===== config.mk =====
export PLATFORM = sky130hd
export DESIGN_NAME = riscv_pmp_arbiter
export DESIGN_NICKNAME = d
export VERILOG_FILES = /design/src/rtl/riscv_pmp_arbiter.sv
export SDC_FILE = /design/constraint.sdc
export NUM_CORES = 1
export LEC_CHECK = 0
export ABC_AREA = 1
export CORE_MARGIN = 5
export CORE_UTILIZATION = 39
export CTS_BUF_LIST = sky130_fd_sc_hd__clkbuf_16
export CTS_CLUSTER_SIZE = 24
export DETAILED_ROUTE_END_ITERATION = 10
export PLACE_DENSITY_LB_ADDON = 0.12
export SLEW_MARGIN = 20
export SYNTH_ARGS = -nofsm -noshare
export SYNTH_HDL_FRONTEND = slang
export SYNTH_SLANG_ARGS = --single-unit

===== constraint.sdc =====
create_clock -name clk -period 2.1 [get_ports clk]
set_input_delay 0.42 -clock clk [delete_from_list [all_inputs] [get_ports clk]]
set_output_delay 0.42 -clock clk [all_outputs]
set_load 0.03 [all_outputs]

===== src/rtl/riscv_pmp_arbiter.sv =====
// -----------------------------------------------------------------------------
// riscv_pmp_arbiter
//   Shares one combinational PMP checker between the instruction-fetch port and
//   the data-memory port. A request is accepted in IDLE/RESP, checked in CHECK
//   (fault sampled at the end of the cycle), and its result strobed in RESP.
//   Accept at cycle N gives a response at cycle N+2.
//
//   Arbitration (build option, macro RISCV_PMP_ARB_RR_EN):
//     undefined : data wins ties; after STARVE_MAX consecutive data grants with
//                 a pending fetch, the fetch wins once.
//     defined   : round-robin between the two ports; STARVE_MAX is ignored.
//
// Ports
//   clk, rstn                   clock, asynchronous active-low reset
//   if_req_i/adr/size           fetch check request
//   if_ack_o                    fetch request accepted this cycle
//   if_rsp_valid_o/exception_o  fetch result strobe and PMP fault
//   dm_req_i/adr/size/we        data check request
//   dm_ack_o                    data request accepted this cycle
//   dm_rsp_valid_o/exception_o  data result strobe and PMP fault
//   flush_i                     pipeline flush (cancels fetch-side work only)
//   pmp_upd_i                   pmpcfg/pmpaddr CSR write this cycle
//   chk_*_o                     access presented to the shared checker
//   chk_exception_i             checker fault for the chk_* access
// -----------------------------------------------------------------------------
module riscv_pmp_arbiter #(
  parameter int PLEN       = 64,
  parameter int STARVE_MAX = 4
) (
  input  logic            clk,
  input  logic            rstn,

  input  logic            if_req_i,
  input  logic [PLEN-1:0] if_adr_i,
  input  logic [2:0]      if_size_i,
  output logic            if_ack_o,
  output logic            if_rsp_valid_o,
  output logic            if_exception_o,

  input  logic            dm_req_i,
  input  logic [PLEN-1:0] dm_adr_i,
  input  logic [2:0]      dm_size_i,
  input  logic            dm_we_i,
  output logic            dm_ack_o,
  output logic            dm_rsp_valid_o,
  output logic            dm_exception_o,

  input  logic            flush_i,
  input  logic            pmp_upd_i,

  output logic            chk_req_o,
  output logic            chk_instruction_o,
  output logic [PLEN-1:0] chk_adr_o,
  output logic [2:0]      chk_size_o,
  output logic            chk_we_o,
  input  logic            chk_exception_i
);

  typedef enum logic [1:0] {
    IDLE  = 2'd0,
    CHECK = 2'd1,
    RESP  = 2'd2
  } state_t;

  state_t          state_q, state_d;
  logic            instr_q, instr_d;
  logic [PLEN-1:0] adr_q,   adr_d;
  logic [2:0]      size_q,  size_d;
  logic            we_q,    we_d;
  logic            exc_q,   exc_d;

`ifdef RISCV_PMP_ARB_RR_EN
  // Set after a data grant: the fetch port has priority on the next tie.
  logic            rr_if_pri_q, rr_if_pri_d;
`else
  localparam logic [3:0] STARVE_LIM = 4'(STARVE_MAX);
  logic [3:0]      starve_q, starve_d;
`endif

  logic accept_ok;
  logic i_cand;
  logic d_cand;
  logic i_wins;
  logic grant_i;
  logic grant_d;

  // Grant selection. Acks are qualified with rstn so every output is low while
  // reset is held, even with requests pending.
  always_comb begin
    accept_ok = rstn && ((state_q == IDLE) || (state_q == RESP)) && !pmp_upd_i;
    i_cand    = if_req_i && !flush_i;
    d_cand    = dm_req_i;
`ifdef RISCV_PMP_ARB_RR_EN
    i_wins    = i_cand && (!d_cand || rr_if_pri_q);
`else
    i_wins    = i_cand && (!d_cand || (starve_q == STARVE_LIM));
`endif
    grant_i   = accept_ok && i_wins;
    grant_d   = accept_ok && d_cand && !i_wins;
  end

  always_comb begin
    state_d = state_q;
    instr_d = instr_q;
    adr_d   = adr_q;
    size_d  = size_q;
    we_d    = we_q;
    exc_d   = exc_q;

    case (state_q)
      IDLE, RESP: begin
        state_d = IDLE;
        if (grant_i || grant_d) begin
          state_d = CHECK;
          instr_d = grant_i;
          adr_d   = grant_i ? if_adr_i  : dm_adr_i;
          size_d  = grant_i ? if_size_i : dm_size_i;
          we_d    = grant_i ? 1'b0      : dm_we_i;
        end
      end
      CHECK: begin
        // Flush of a fetch check outranks a concurrent CSR update.
        if (instr_q && flush_i) begin
          state_d = IDLE;
        end else if (pmp_upd_i) begin
          state_d = CHECK;
        end else begin
          exc_d   = chk_exception_i;
          state_d = RESP;
        end
      end
      default: state_d = IDLE;
    endcase
  end

`ifdef RISCV_PMP_ARB_RR_EN
  always_comb begin
    rr_if_pri_d = rr_if_pri_q;
    if (grant_d) rr_if_pri_d = 1'b1;
    if (grant_i) rr_if_pri_d = 1'b0;
  end
`else
  always_comb begin
    starve_d = starve_q;
    if (!if_req_i || grant_i) begin
      starve_d = '0;
    end else if (grant_d && (starve_q != STARVE_LIM)) begin
      starve_d = starve_q + 4'd1;
    end
  end
`endif

  always_ff @(posedge clk or negedge rstn) begin
    if (!rstn) begin
      state_q     <= IDLE;
      instr_q     <= 1'b0;
      adr_q       <= '0;
      size_q      <= '0;
      we_q        <= 1'b0;
      exc_q       <= 1'b0;
`ifdef RISCV_PMP_ARB_RR_EN
      rr_if_pri_q <= 1'b0;
`else
      starve_q    <= '0;
`endif
    end else begin
      state_q     <= state_d;
      instr_q     <= instr_d;
      adr_q       <= adr_d;
      size_q      <= size_d;
      we_q        <= we_d;
      exc_q       <= exc_d;
`ifdef RISCV_PMP_ARB_RR_EN
      rr_if_pri_q <= rr_if_pri_d;
`else
      starve_q    <= starve_d;
`endif
    end
  end

  assign if_ack_o          = grant_i;
  assign dm_ack_o          = grant_d;

  // A flush arriving during the fetch response cycle suppresses the strobe.
  assign if_rsp_valid_o    = (state_q == RESP) && instr_q && !flush_i;
  assign dm_rsp_valid_o    = (state_q == RESP) && !instr_q;
  assign if_exception_o    = if_rsp_valid_o && exc_q;
  assign dm_exception_o    = dm_rsp_valid_o && exc_q;

  assign chk_req_o         = (state_q == CHECK);
  assign chk_instruction_o = instr_q;
  assign chk_adr_o         = adr_q;
  assign chk_size_o        = size_q;
  assign chk_we_o          = we_q;

endmodule

==> qor.csv, run 1 <==
metric,value,unit
status,"finished, final reports clean",
clock period minus worst slack,2.01,ns
initial antenna violation count,0,
Mapped Avg Cell Area,7.59,µm²
Async SR Flop Fraction,100,%
area grow syn2layout,65.9,%
final period utilization,95.9,%
CP max-delay cell,clkdlybuf4s50_1,
Peak supply drop,0.000475,V
Final WS setup,0.0859,ns
Row Count,36,
Max stage delay on crit path,0.46,ns
total global routing overflow,0,
endpoints failing setup,0,
M3 GR Usage,6.22,%
antenna cell count,0,
Die Wd,110,µm
met1 Use GR,26.1,%
critical path class,input pin to primary output,
pin count of the biggest net entering global routing,155,
Crit path max-delay family,buffers and inverters,
Die ar.,0.0120,mm²
crit path cell chain,clkdlybuf4s50_1 -> inv_2 -> nand3_2 -> nor2_4 -> inv_2 -> a21oi_2 -> buf_6,
Slew @ Worst Pin,0.958,ns
post-route ant nets,0,
required time of the critical path,1.68,ns
"flops & latches, synth",76,
gr usage total,20.7,%
Final Wtd Congestion,0.777,
H-tree level count,3,
Clock Skews,0.00712,ns
Max Root-Sink Buffers,2,
HPWL after detailed placement,9.04,mm
synth unique cells,25,
layout cells sized above 1,5.84,%
worst skew pair latency,0.33,ns
yosys warns,0,
max-cap violations,0,
GRT busiest layer,met2,
Clock Tree Root,clkbuf_16,
"Seq/Total Area, Yosys",49.2,%
worst relative slew slack,36.1,%
max-slew violations,0,
RSZ-0062 raised after global routing,false,
via/cell ratio,4.85,
clock sinks,76,
first-pass GRT wire length,19.4,mm
Setup Slack @ Placement,0.0179,ns
"Primary FF master, synth",dfrtp_1,
Worst Setup End Kind,primary output,
net count after synthesis,653,
TritonCTS clock tree,done,
Leakage Power,3.26,nW
Max Fclk,496,MHz
"most common cell after layout, fill and taps aside",nand2_1,
Post-Route WL,12.4,mm
Pre-antenna DRT Iters,4,
Post-synth EDFFs,0,
Initial Util,39.7,%
met2 Use GR,33.8,%
Post-Syn Instances,509,
Die Ht,110,µm
"most used cell, CP",inv_2,
Num CTS Buffers,9,
via count,4136,
core area,0.00973,mm²
WP data arrival,1.59,ns
vias in the first global route,3959,
most frequent cells in the layout,"nand2_1, clkdlybuf4s50_1, dfrtp_1, nand3_1, o21ai_1",
Final Hold Vio Count,0,
Setup TNS Final,0,ns
synthesized cell area,0.00386,mm²
detailed-route wire length per cell,14.6,µm
CP startpoint kind,input pin,
Worst Path Max Fanout,3,
Nets,858,
Hold WC Path Type,input pin to asynchronous set/reset pin,
iteration-0 DRC count of the detailed router,272,
WP buf/inv,4,
PD cells,879,mW/mm²
number of port buffers,217,
"Clk pin slew, worst setup/hold paths",0.06,ns
drc violations,0,
io pins,218,
worst register-to-register path, delay by kind of cell (launching register included):
family	cells	cell delay, ns
and+or+nand+nor	4	0.42
DFF	1	0.40
buffers and inverters	2	0.33
AOI/OAI and AO/OA	1	0.47
adders and majority gates	1	0.19
cells in the mapped netlist, types with 3 or more instances:
cell type / n / area share [%]
dfrtp_1: 76 / 49
clkbuf_1: 11 / 1.1
nand4_1: 3 / 0.49
nand2_1: 218 / 21
o21ai_1: 49 / 6.3
o21ai_0: 20 / 2.6
inv_1: 9 / 0.87
buf_4: 5 / 0.97
buf_2: 8 / 1.0
buf_6: 7 / 2.0
nor2_1: 7 / 0.68
buf_1: 5 / 0.49
nand3_1: 73 / 9.5
inv_2: 3 / 0.29
cell type report:
class | count | area, µm²
inverter | 12 | 45.0
multi-input combinational | 385 | 1700
fill | 873 | 3320
sequential | 76 | 1900
clock buffer | 9 | 225
tap | 133 | 166
timing repair buffer | 230 | 2290
clock inverter | 7 | 81.3
registers in the layout, indices dropped and copies added, names as in the netlist:
signal and count:
starve_q 4, chk_size_o 3, state_q 2, chk_instruction_o 1, chk_we_o 1, chk_adr_o 64
exc_q 1
metal layers:
metal,vias to the layer above,part of all wire [%]
met3,21,7.6
met2,140,49
met1,1903,41
li1,2072,-
met5,-,0
met4,0,2.5
final timing paths:
check                                          start                            end  slack, ns  depth (start not counted)
min in group clk           chk_adr_o[51]$_DFFE_PN0P_      chk_adr_o[51]$_DFFE_PN0P_       0.50                          2
hold / removal                                  rstn  chk_instruction_o$_DFFE_PN0P_       0.38                          2
max in group asynchronous                       rstn      chk_adr_o[45]$_DFFE_PN0P_       1.09                          2
setup reg to reg             starve_q[1]$_DFFE_PN0P_      chk_adr_o[26]$_DFFE_PN0P_       0.17                          8
hold reg to reg            chk_adr_o[51]$_DFFE_PN0P_      chk_adr_o[51]$_DFFE_PN0P_       0.50                          2
setup / recovery                           pmp_upd_i                       dm_ack_o       0.09                          7
through the flow:
step	hold WS, ns	util, %	instance area (µm²)	std cells	total power [W]
finish	0.378	65.9	6410	852	0.00563
floorplan	0.124	-	3860	509	0.00300
global route	0.447	65.9	6410	852	0.00596
detailed placement	0.224	62.3	6060	833	0.00408
CTS	0.427	65.5	6380	850	0.00570
global placement	0.224	62.3	6060	833	0.00405
timing repair:
action	4_1_cts	5_1_grt
pin swaps	0	1
endpoints found under the setup margin	1	17
hold buffers	1	0
resized for setup	1	6
endpoints found under the hold margin	1	0
buffers inserted	0	2
cells by family after synthesis:
| group | after synthesis | synth area share, % |
|---|---|---|
| AOI/OAI and AO/OA | 72 | 9.42 |
| and+or+nand+nor | 310 | 33.7 |
| buffers and inverters | 48 | 6.77 |
| DFF | 76 | 49.2 |
| adders and majority gates | 2 | 0.648 |
| xor gates and xnor gates | 1 | 0.227 |
report_power, final:
part           total, W  leakage [nW]  switching, W  internal, W
logic           0.00208          2.16       0.00113     0.000947
clock network   0.00160         0.152      0.000575      0.00102
registers       0.00195         0.942      0.000171      0.00178
(Power assumes the default switching activity.)
==> run 2: changes to the inputs <==
--- a/config.mk
+++ b/config.mk
@@ -13,3 +13,3 @@
 export DETAILED_ROUTE_END_ITERATION = 10
-export PLACE_DENSITY_LB_ADDON = 0.12
+export PLACE_DENSITY = 0.81
 export SLEW_MARGIN = 20
==> constraint.sdc (replaced) <==
create_clock -name clk -period 2.1 [get_ports clk]
set_input_delay 0.315 -clock clk [delete_from_list [all_inputs] [get_ports clk]]
set_output_delay 0.315 -clock clk [all_outputs]
set_load 0.03 [all_outputs]
==> run 2 against run 1 <==
Effect of this change:
- sequential share of layout area is 0.39 points lower
- critical path depth is 3 lower
- core utilization increased by 0.87 points
- clock power is 7% higher
- highest routed layer unchanged
- sequential power is essentially flat
- die area did not move
- maximum frequency rose by 2.0%
- largest power group unchanged
- sequential cell count is the same
- largest cell class unchanged
- register-to-register slack improved by 0.12 ns
==> qor.csv, run 2 (synthesized netlist as in run 1, its figures left out) <==
metric,value,unit
Logic pwr share,36.3,%
RR Endpoint,chk_adr_o[28]$_DFFE_PN0P_,
antenna cell count,0,
max reg flops,64,
filler instances,818,
status,"finished, final reports clean",
Setup Slack @ Placement,0.0410,ns
vias in the first global route,4161,
number of port buffers,217,
HPWL after detailed placement,9.10,mm
Hold WC Path Type,input pin to asynchronous set/reset pin,
Slew @ Worst Pin,0.804,ns
WHS,0.235,ns
register area,0.00190,mm²
Final WS setup,0.126,ns
R2R depth,9,
critical path class,flop to primary output,
initial antenna violation count,0,
Die Wd,110,µm
RR Startpoint,starve_q[0]$_DFFE_PN0P_,
via/cell ratio,4.84,
PD cells,886,mW/mm²
endpoints failing setup,0,
Max Root-Sink Buffers,2,
TritonCTS clock tree,done,
Post-Route WL,12.2,mm
Max Fclk,506,MHz
post-route ant nets,0,
"Clk pin slew, worst setup/hold paths",0.06,ns
RSZ-0062 raised after global routing,false,
Final Wtd Congestion,0.806,
CP startpoint kind,flop,
worst skew pair latency,0.32,ns
"most common cell after layout, fill and taps aside",nand2_1,
final period utilization,94.0,%
Clock Tree Root,clkbuf_16,
Peak supply drop,0.000395,V
clock share of power,29.7,%
Row Count,36,
Die ar.,0.0120,mm²
Setup TNS Final,0,ns
Pre-antenna DRT Iters,4,
Leakage Power,3.31,nW
iteration-0 DRC count of the detailed router,210,
Psw,0.00188,W
H-tree level count,3,
Worst R2R Setup Slack,0.29,ns
io pins,218,
WP buf/inv,2,
Sw Ratio,32.6,%
WP data arrival,1.66,ns
Num CTS Buffers,9,
CP max-delay cell,clkdlybuf4s50_1,
pin count of the biggest net entering global routing,81,
Crit path max-delay family,buffers and inverters,
Max stage delay on crit path,0.68,ns
worst relative slew slack,46.4,%
Multi-input gate area,0.00170,mm²
clock sinks,76,
Flop pwr share,34.0,%
clock period minus worst slack,1.97,ns
crit path cell chain,inv_2 -> nand2_1 -> nor2_1 -> clkdlybuf4s50_1,
max-slew violations,0,
total global routing overflow,0,
Final Hold Vio Count,0,
core area,0.00973,mm²
layout cells sized above 1,6.23,%
area grow syn2layout,68.1,%
Nets,863,
gr usage total,20.2,%
max-cap violations,0,
Initial Util,39.7,%
Clock Skews,0.00788,ns
via count,4140,
most frequent cells in the layout,"nand2_1, clkdlybuf4s50_1, dfrtp_1, nand3_1, o21ai_1",
Die Ht,110,µm
Worst Setup End Kind,primary output,
required time of the critical path,1.78,ns
first-pass GRT wire length,19.3,mm
internal power,0.00388,W
detailed-route wire length per cell,14.2,µm
Worst Path Max Fanout,4,
drc violations,0,
run 2: changes by cell type in the layout (fill, tap and decap cells not counted), moves of 2 or more:
cell	delta
buf_12	+4
buf_4	+3
clkinv_1	-3
buf_6	-2
run 2: area by class of cell:
| cell class | instances | area share [%] |
|---|---|---|
| Clock buffer | 9 | 3.47 |
| Tap cell | 133 | 2.56 |
| Clock inverter | 5 | 1.58 |
| Sequential cell | 76 | 29.3 |
| Multi-Input combinational cell | 385 | 26.2 |
| Timing Repair Buffer | 235 | 36.2 |
| Inverter | 12 | 0.693 |
run 2: repair_timing:
item                       4_1_cts  5_1_grt
hold endpoints to repair        13        0
setup endpoints to repair        0        3
hold buffers                     1        0
setup buffers                    0        5
gates resized for setup          0        2
run 2: how the worst max path moves through the flow:
stage / startpoint / end / slack [ns] / cells past startpoint
after floorplan: chk_instruction_o$_DFFE_PN0P_ / if_exception_o / 0.14 / 2
after global placement: flush_i / if_rsp_valid_o / 0.09 / 3
after detailed placement: flush_i / if_rsp_valid_o / 0.04 / 3
after CTS: chk_instruction_o$_DFFE_PN0P_ / if_rsp_valid_o / 0.03 / 3
after global routing: state_q[0]$_DFF_PN0_ / dm_rsp_valid_o / 0.03 / 4
final: state_q[0]$_DFF_PN0_ / dm_rsp_valid_o / 0.13 / 4
run 2: metal layers:
metal | up-vias | track usage [%] | share of wire [%]
met1 | 1901 | 23.8 | 39
met4 | 0 | 7.03 | 2.3
met5 | - | 0 | 0
met2 | 138 | 35.0 | 50
met3 | 26 | 5.81 | 8.3
li1 | 2075 | - | -
run 2: per-stage QoR:
step	total power [W]	instances	instance area (µm²)	util [%]
floorplan	0.00300	509	3860	-
global placement	0.00404	835	6100	62.7
detailed placement	0.00408	835	6100	62.7
finish	0.00575	855	6500	66.8
CTS	0.00582	850	6440	66.2
global route	0.00604	855	6500	66.8
run 2: power by group through the flow:
| stage | combinational (W) | clock [W] | sequential [W] |
|---|---|---|---|
| 2_1_floorplan | 0.000408 | 0 | 0.00259 |
| 4_1_cts | 0.00211 | 0.00174 | 0.00196 |
| 5_1_grt | 0.00223 | 0.00180 | 0.00201 |
| 3_5_place_dp | 0.00210 | 0 | 0.00198 |
| 6_report | 0.00209 | 0.00171 | 0.00196 |
| 3_3_place_gp | 0.00207 | 0 | 0.00197 |
